File: src/rtl/muskoka_wb_arbiter.sv
// Two-master, one-slave Wishbone classic arbiter: round-robin grant held for a whole CYC, one-cycle grant latency.
// Define MUSKOKA_WB_ARB_TIMEOUT_EN to add a bus watchdog that errors out a hung slave after TIMEOUT_CYCLES.
module muskoka_wb_arbiter #(
  parameter int ADDR_W         = 32,
  parameter int DATA_W         = 32,
  parameter int TIMEOUT_CYCLES = 255
) (
  input  logic                  clk_i,
  input  logic                  rst_i,

  input  logic                  m0_cyc_i,
  input  logic                  m0_stb_i,
  input  logic                  m0_we_i,
  input  logic [ADDR_W-1:0]     m0_adr_i,
  input  logic [DATA_W-1:0]     m0_dat_i,
  input  logic [DATA_W/8-1:0]   m0_sel_i,
  output logic [DATA_W-1:0]     m0_dat_o,
  output logic                  m0_ack_o,
  output logic                  m0_err_o,

  input  logic                  m1_cyc_i,
  input  logic                  m1_stb_i,
  input  logic                  m1_we_i,
  input  logic [ADDR_W-1:0]     m1_adr_i,
  input  logic [DATA_W-1:0]     m1_dat_i,
  input  logic [DATA_W/8-1:0]   m1_sel_i,
  output logic [DATA_W-1:0]     m1_dat_o,
  output logic                  m1_ack_o,
  output logic                  m1_err_o,

  output logic                  s_cyc_o,
  output logic                  s_stb_o,
  output logic                  s_we_o,
  output logic [ADDR_W-1:0]     s_adr_o,
  output logic [DATA_W-1:0]     s_dat_o,
  output logic [DATA_W/8-1:0]   s_sel_o,
  input  logic [DATA_W-1:0]     s_dat_i,
  input  logic                  s_ack_i,
  input  logic                  s_err_i,

  output logic [1:0]            gnt_o
);

  typedef enum logic [1:0] {
    IDLE = 2'd0,
    GNT0 = 2'd1,
    GNT1 = 2'd2
  } state_t;

  state_t state, state_nxt;
  logic   last_gnt, last_gnt_nxt;
  logic   timeout;

`ifdef MUSKOKA_WB_ARB_TIMEOUT_EN
  logic [7:0] wd_cnt;
  logic       own_stb;

  assign own_stb = (state == GNT0) ? m0_stb_i :
                   (state == GNT1) ? m1_stb_i : 1'b0;
  assign timeout = (state != IDLE) && (wd_cnt == 8'(TIMEOUT_CYCLES));

  // Counts unanswered strobe cycles of the current owner; any response or grant change restarts it.
  always_ff @(posedge clk_i) begin
    if (rst_i) begin
      wd_cnt <= 8'd0;
    end else if ((state_nxt != state) || s_ack_i || s_err_i) begin
      wd_cnt <= 8'd0;
    end else if (own_stb && (wd_cnt != 8'hff)) begin
      wd_cnt <= wd_cnt + 8'd1;
    end
  end
`else
  assign timeout = 1'b0;
`endif

  always_ff @(posedge clk_i) begin
    if (rst_i) begin
      state    <= IDLE;
      last_gnt <= 1'b1;
    end else begin
      state    <= state_nxt;
      last_gnt <= last_gnt_nxt;
    end
  end

  always_comb begin
    state_nxt    = state;
    last_gnt_nxt = last_gnt;
    case (state)
      IDLE: begin
        if (m0_cyc_i && m1_cyc_i) begin
          state_nxt = last_gnt ? GNT0 : GNT1;
        end else if (m0_cyc_i) begin
          state_nxt = GNT0;
        end else if (m1_cyc_i) begin
          state_nxt = GNT1;
        end
      end
      GNT0: begin
        // A waiting master takes over on the release edge, with no idle bubble.
        if (timeout || !m0_cyc_i) begin
          last_gnt_nxt = 1'b0;
          state_nxt    = (m1_cyc_i && !timeout) ? GNT1 : IDLE;
        end
      end
      GNT1: begin
        if (timeout || !m1_cyc_i) begin
          last_gnt_nxt = 1'b1;
          state_nxt    = (m0_cyc_i && !timeout) ? GNT0 : IDLE;
        end
      end
      default: state_nxt = IDLE;
    endcase
  end

  always_comb begin
    s_cyc_o  = 1'b0;
    s_stb_o  = 1'b0;
    s_we_o   = m0_we_i;
    s_adr_o  = m0_adr_i;
    s_dat_o  = m0_dat_i;
    s_sel_o  = m0_sel_i;
    m0_dat_o = s_dat_i;
    m1_dat_o = s_dat_i;
    m0_ack_o = 1'b0;
    m0_err_o = 1'b0;
    m1_ack_o = 1'b0;
    m1_err_o = 1'b0;
    gnt_o    = 2'b00;
    case (state)
      GNT0: begin
        gnt_o    = 2'b01;
        s_cyc_o  = m0_cyc_i && !timeout;
        s_stb_o  = m0_stb_i && !timeout;
        m0_ack_o = s_ack_i;
        m0_err_o = s_err_i || timeout;
      end
      GNT1: begin
        gnt_o    = 2'b10;
        s_cyc_o  = m1_cyc_i && !timeout;
        s_stb_o  = m1_stb_i && !timeout;
        s_we_o   = m1_we_i;
        s_adr_o  = m1_adr_i;
        s_dat_o  = m1_dat_i;
        s_sel_o  = m1_sel_i;
        m1_ack_o = s_ack_i;
        m1_err_o = s_err_i || timeout;
      end
      default: ;
    endcase
  end

endmodule

File: config.mk
export PLATFORM = sky130hd
export DESIGN_NAME = muskoka_wb_arbiter
export DESIGN_NICKNAME = d
export VERILOG_FILES = /design/src/rtl/muskoka_wb_arbiter.sv
export SDC_FILE = /design/constraint.sdc
export NUM_CORES = 1
export LEC_CHECK = 0
export BUFFER_PORTS_ARGS = -buffer_cell sky130_fd_sc_hd__buf_2
export CAP_MARGIN = 20
export CORE_AREA = 10 10 116 118
export DETAILED_ROUTE_END_ITERATION = 6
export DIE_AREA = 0 0 126 128
export PLACE_DENSITY = 0.66
export SLEW_MARGIN = 15
export SYNTH_ARGS = -nofsm -noshare
export SYNTH_HDL_FRONTEND = slang
export SYNTH_SLANG_ARGS = --single-unit
File: constraint.sdc
create_clock -name clk_i -period 1.4 [get_ports clk_i]
set_clock_uncertainty 0.05 [all_clocks]
set_input_delay 0.07 -clock clk_i [delete_from_list [all_inputs] [get_ports clk_i]]
set_output_delay 0.07 -clock clk_i [all_outputs]
set_load 0.005 [all_outputs]
[Word level (Yosys, flattened, before mapping)]
Index checks and enable logic that the tools add are counted.
Cells by class
  eq/ne operators: 5
  multiplexer cells: 23
  reduce and logical (&&, ||, !) cells: 5
Operator list (count)
  $mux W32: 2
  $mux W2: 7
  $mux W1: 8
  $pmux W1 S2: 3
  $pmux W2 S3: 1
  $reduce_and A3 Y1: 2
  $mux W4: 1
  $ne A2 B2 Y1 const B: 2
  $ne A4 B4 Y1 const B: 1
  $pmux W2 S2: 1
  $eq A2 B1 Y1 const B: 1
  $eq A2 B2 Y1 const B: 1
  $logic_not A2 Y1: 1
  $reduce_bool A2 Y1: 1
  $logic_and A1 B1 Y1: 1
Storage, ports and cells
  register bits: 3
  output and inout port bits: 141
  logic and storage cells: 35

[Longest topological paths before layout]
  depth in word-level cells: 4
  mapped depth: 6

[Worst setup path after synthesis]
OpenSTA, ideal clock, no wires.
  path kind: reg-to-output
  start: reg state[0]
  end: out s_adr_o[0]
  arrival time: 1.352 ns
  slack: -0.072 ns
  cell stages (with the launch flop): 6
  buffers on the path: 2
  cell sequence: dfxtp_1 > inv_1 > ha_1 > buf_2 > buf_4 > mux2_2
Between the ends
  cells in the longest elaborated chain, start to end: 2
Ends and longest elaborated chain
  from (decl): RTL line 50  | state_t state, state_nxt;
  from (signal assigned): RTL line 81  | state <= state_nxt;
  $eq A2 B2 Y1: RTL line 130  | case (state)
  $mux W32: RTL line 130
  to (decl): RTL line 34  | output logic [ADDR_W-1:0] s_adr_o,
Every way passes these cells.

[Worst setup path after layout]
  start: reg state[0]
  end: out s_dat_o[9]
Between the ends
  cells in the longest elaborated chain, start to end: 2
Ends and longest elaborated chain
  $eq A2 B2 Y1: RTL line 130
  $mux W32: RTL line 130
  to (decl): RTL line 35  | output logic [DATA_W-1:0] s_dat_o,
Every way passes these cells.

==> reports/results.tsv <==
metric	value	unit
Die Area	0.01613	mm²
io pins	319	
Vias/cell	3.996	
fill cell count	1110	
status	complete, but fails checks	
measured slew at the worst slew-check pin	239.0	ps
met2 wire length	5181	µm
clock share of power	0.141	
net switching component of the power	1062	µW
die span in y	128	µm
combinational share of power	0.820	
clock root cell	clkbuf_16	
via count	2022	
Worst EP required	1280	ps
uppermost routed layer	met5	
GRT Util Overall	0.09554	
Worst Path Arrival	1600	ps
H-tree levels	1	
post-synth cell types	22	
core area	0.01122	mm²
Max Fanout on Critical Path	10	
PwrDens	928.1	mW/mm²
Peak Freq	582.9	MHz
critical path class	reg2out	
critical path endpoint category	primary output	
Total Wirelength	10270	µm
top library cells by usage in the layout, fill and taps aside	buf_2, buf_6, mux2_4	
VDD IR max	0.0004229	V
CTS Buffer Depth	2	
M1 WL	3666	µm
Clk Latency, worst-skew pair	230	ps
Setup WS post-layout	-315.4	ps
number of synthesized flops with an enable pin	0	
GPL Wtd Cong	0.7976	
DR WL/cell	20.30	µm
Min Hold Slack	90.00	ps
Rel. slew slack	0.8393	
crit start category	flip-flop	
iteration-0 DRC count of the detailed router	45	
Area Growth Syn to Fin	114.0	%
initial core utilization	0.1459	
Max Cap Viol	0	
antenna violations before repair	2	
Final Slew Violations	0	
row count	39	
Clock transition at path regs	30	ps
period utilization	1.225	
worst min path class	in2out	
synthesized area	0.001638	mm²
vias in the first global route	2133	
setup violators final	77	
layout cell share with drive strength beyond 1	0.9394	
Seq pwr share	0.039	
violated checks	setup timing	
most common cell after layout, fill and taps aside	buf_2	
CTS tree	built	
clock sink total	3	
nets	548	
grt total ovfl	0	
total power	3253	µW
DRT Pass-1 Iters	4	
switching share of power	0.3266	
global-route wire length before repair	12480	µm
Ys Warns	0	
antenna diode count	0	
Mapped Cells	179	
sequential share of the synthesized area	0.03667	
Die X-Extent	126	µm
largest net degree at the start of global routing	22	
port bufs	222	
# DRC	0	
Fin. Hold Viols	0	
dpl hpwl	7472	µm
RSZ-0062 raised after global routing	true	
Async SR Flop Fraction	0	
Pleak	0.001829	µW
internal power	2190	µW
Post-Syn Area per Cell	9.150	µm²
FF+latch count, synth	3	
Tmin final	1715	ps
post-route ant nets	0	
Top FF cell, synth	dfxtp_1	
routed wl met3	1259	µm
syn nets	363	
total CTS buffers	3	
-- final timing paths --
check                           startpoint     endpoint  slack (ps)  depth (start not counted)
worst min-delay path            s_dat_i[0]  m0_dat_o[0]          90                          0
worst min register to register    last_gnt     last_gnt         490                          2
worst max-delay path              state[0]   s_dat_o[9]        -320                          6
worst max register to register    state[0]     state[1]        -210                          9
-- state kept, by name, indices dropped and copies added, names as in the netlist --
signal,count
state,2
last_gnt,1
-- per-stage QoR --
stage / setup WS (ps) / cells / cell area [µm²] / utilization / TNS [ps]
final: -315.4 / 506 / 3505 / 0.3123 / -17970
after global routing: -353.8 / 506 / 3505 / 0.3123 / -21540
after CTS: -258.1 / 494 / 2823 / 0.2515 / -16680
after detailed placement: -96.88 / 483 / 2501 / 0.2229 / -4112
after global placement: -80.06 / 483 / 2501 / 0.2229 / -2796
after floorplan: -1.977 / 179 / 1647 / - / -118.6
-- critical path: stages (launching register included) --
cell	delay [ps]
dfxtp_2	310
inv_2	70
ha_4	160
buf_12	160
clkbuf_16	170
mux2_2	340
buf_2	150
-- per-layer routing --
metal	vias up	GRT usage
li1	926	-
met1	916	0.09203
met5	-	0
met3	22	0.05955
met2	154	0.1704
met4	4	0.02009
-- area by class of cell --
| type | count | area [µm²] | share of cell area |
|---|---|---|---|
| Clock buffer | 4 | 78.83 | 0.02249 |
| Inverter | 3 | 13.76 | 0.003927 |
| Multi-Input combinational cell | 101 | 1295 | 0.3695 |
| Sequential cell | 3 | 65.06 | 0.01856 |
| Tap cell | 143 | 178.9 | 0.05105 |
| Timing Repair Buffer | 252 | 1873 | 0.5345 |
-- synth_stat cells (all sizes together) (2+ instances only) --
cell | n | area, µm²
a21oi | 4 | 23.77
a22oi | 3 | 27.52
and2 | 4 | 25.02
buf | 72 | 538.0
dfxtp | 3 | 60.06
ha | 6 | 75.07
inv | 3 | 11.26
mux2 | 69 | 777.0
nand2 | 3 | 11.26
nand2b | 3 | 21.27
nand3b | 2 | 15.01
-- power by group through the flow --
stage	sequential, µW	combinational (µW)	clock [µW]
floorplan	123	983	0
global placement	122	1570	0
detailed placement	122	1570	0
CTS	124	1860	463
global route	129	2840	476
finish	126	2670	458
-- repair_timing --
| action | in CTS | in global routing |
|---|---|---|
| gates cloned | 1 | 6 |
| buffers inserted | 5 | 6 |
| pin swaps | 4 | 5 |
| hold endpoints to repair | 1 | 0 |
| setup endpoints to repair | 77 | 77 |
| hold buffers | 1 | 0 |
| resized for setup | 39 | 100 |
-- kinds of logic after synthesis --
family	count (synthesis)	synth area share
buffers and inverters	75	0.3354
multiplexers	69	0.4744
AND/OR/NAND/NOR	15	0.05730
AO/OA/AOI/OAI	11	0.05042
adder cells (fa/ha/maj)	6	0.04584
flip-flops	3	0.03667
Note: power is estimated with default switching activity, not from simulation.
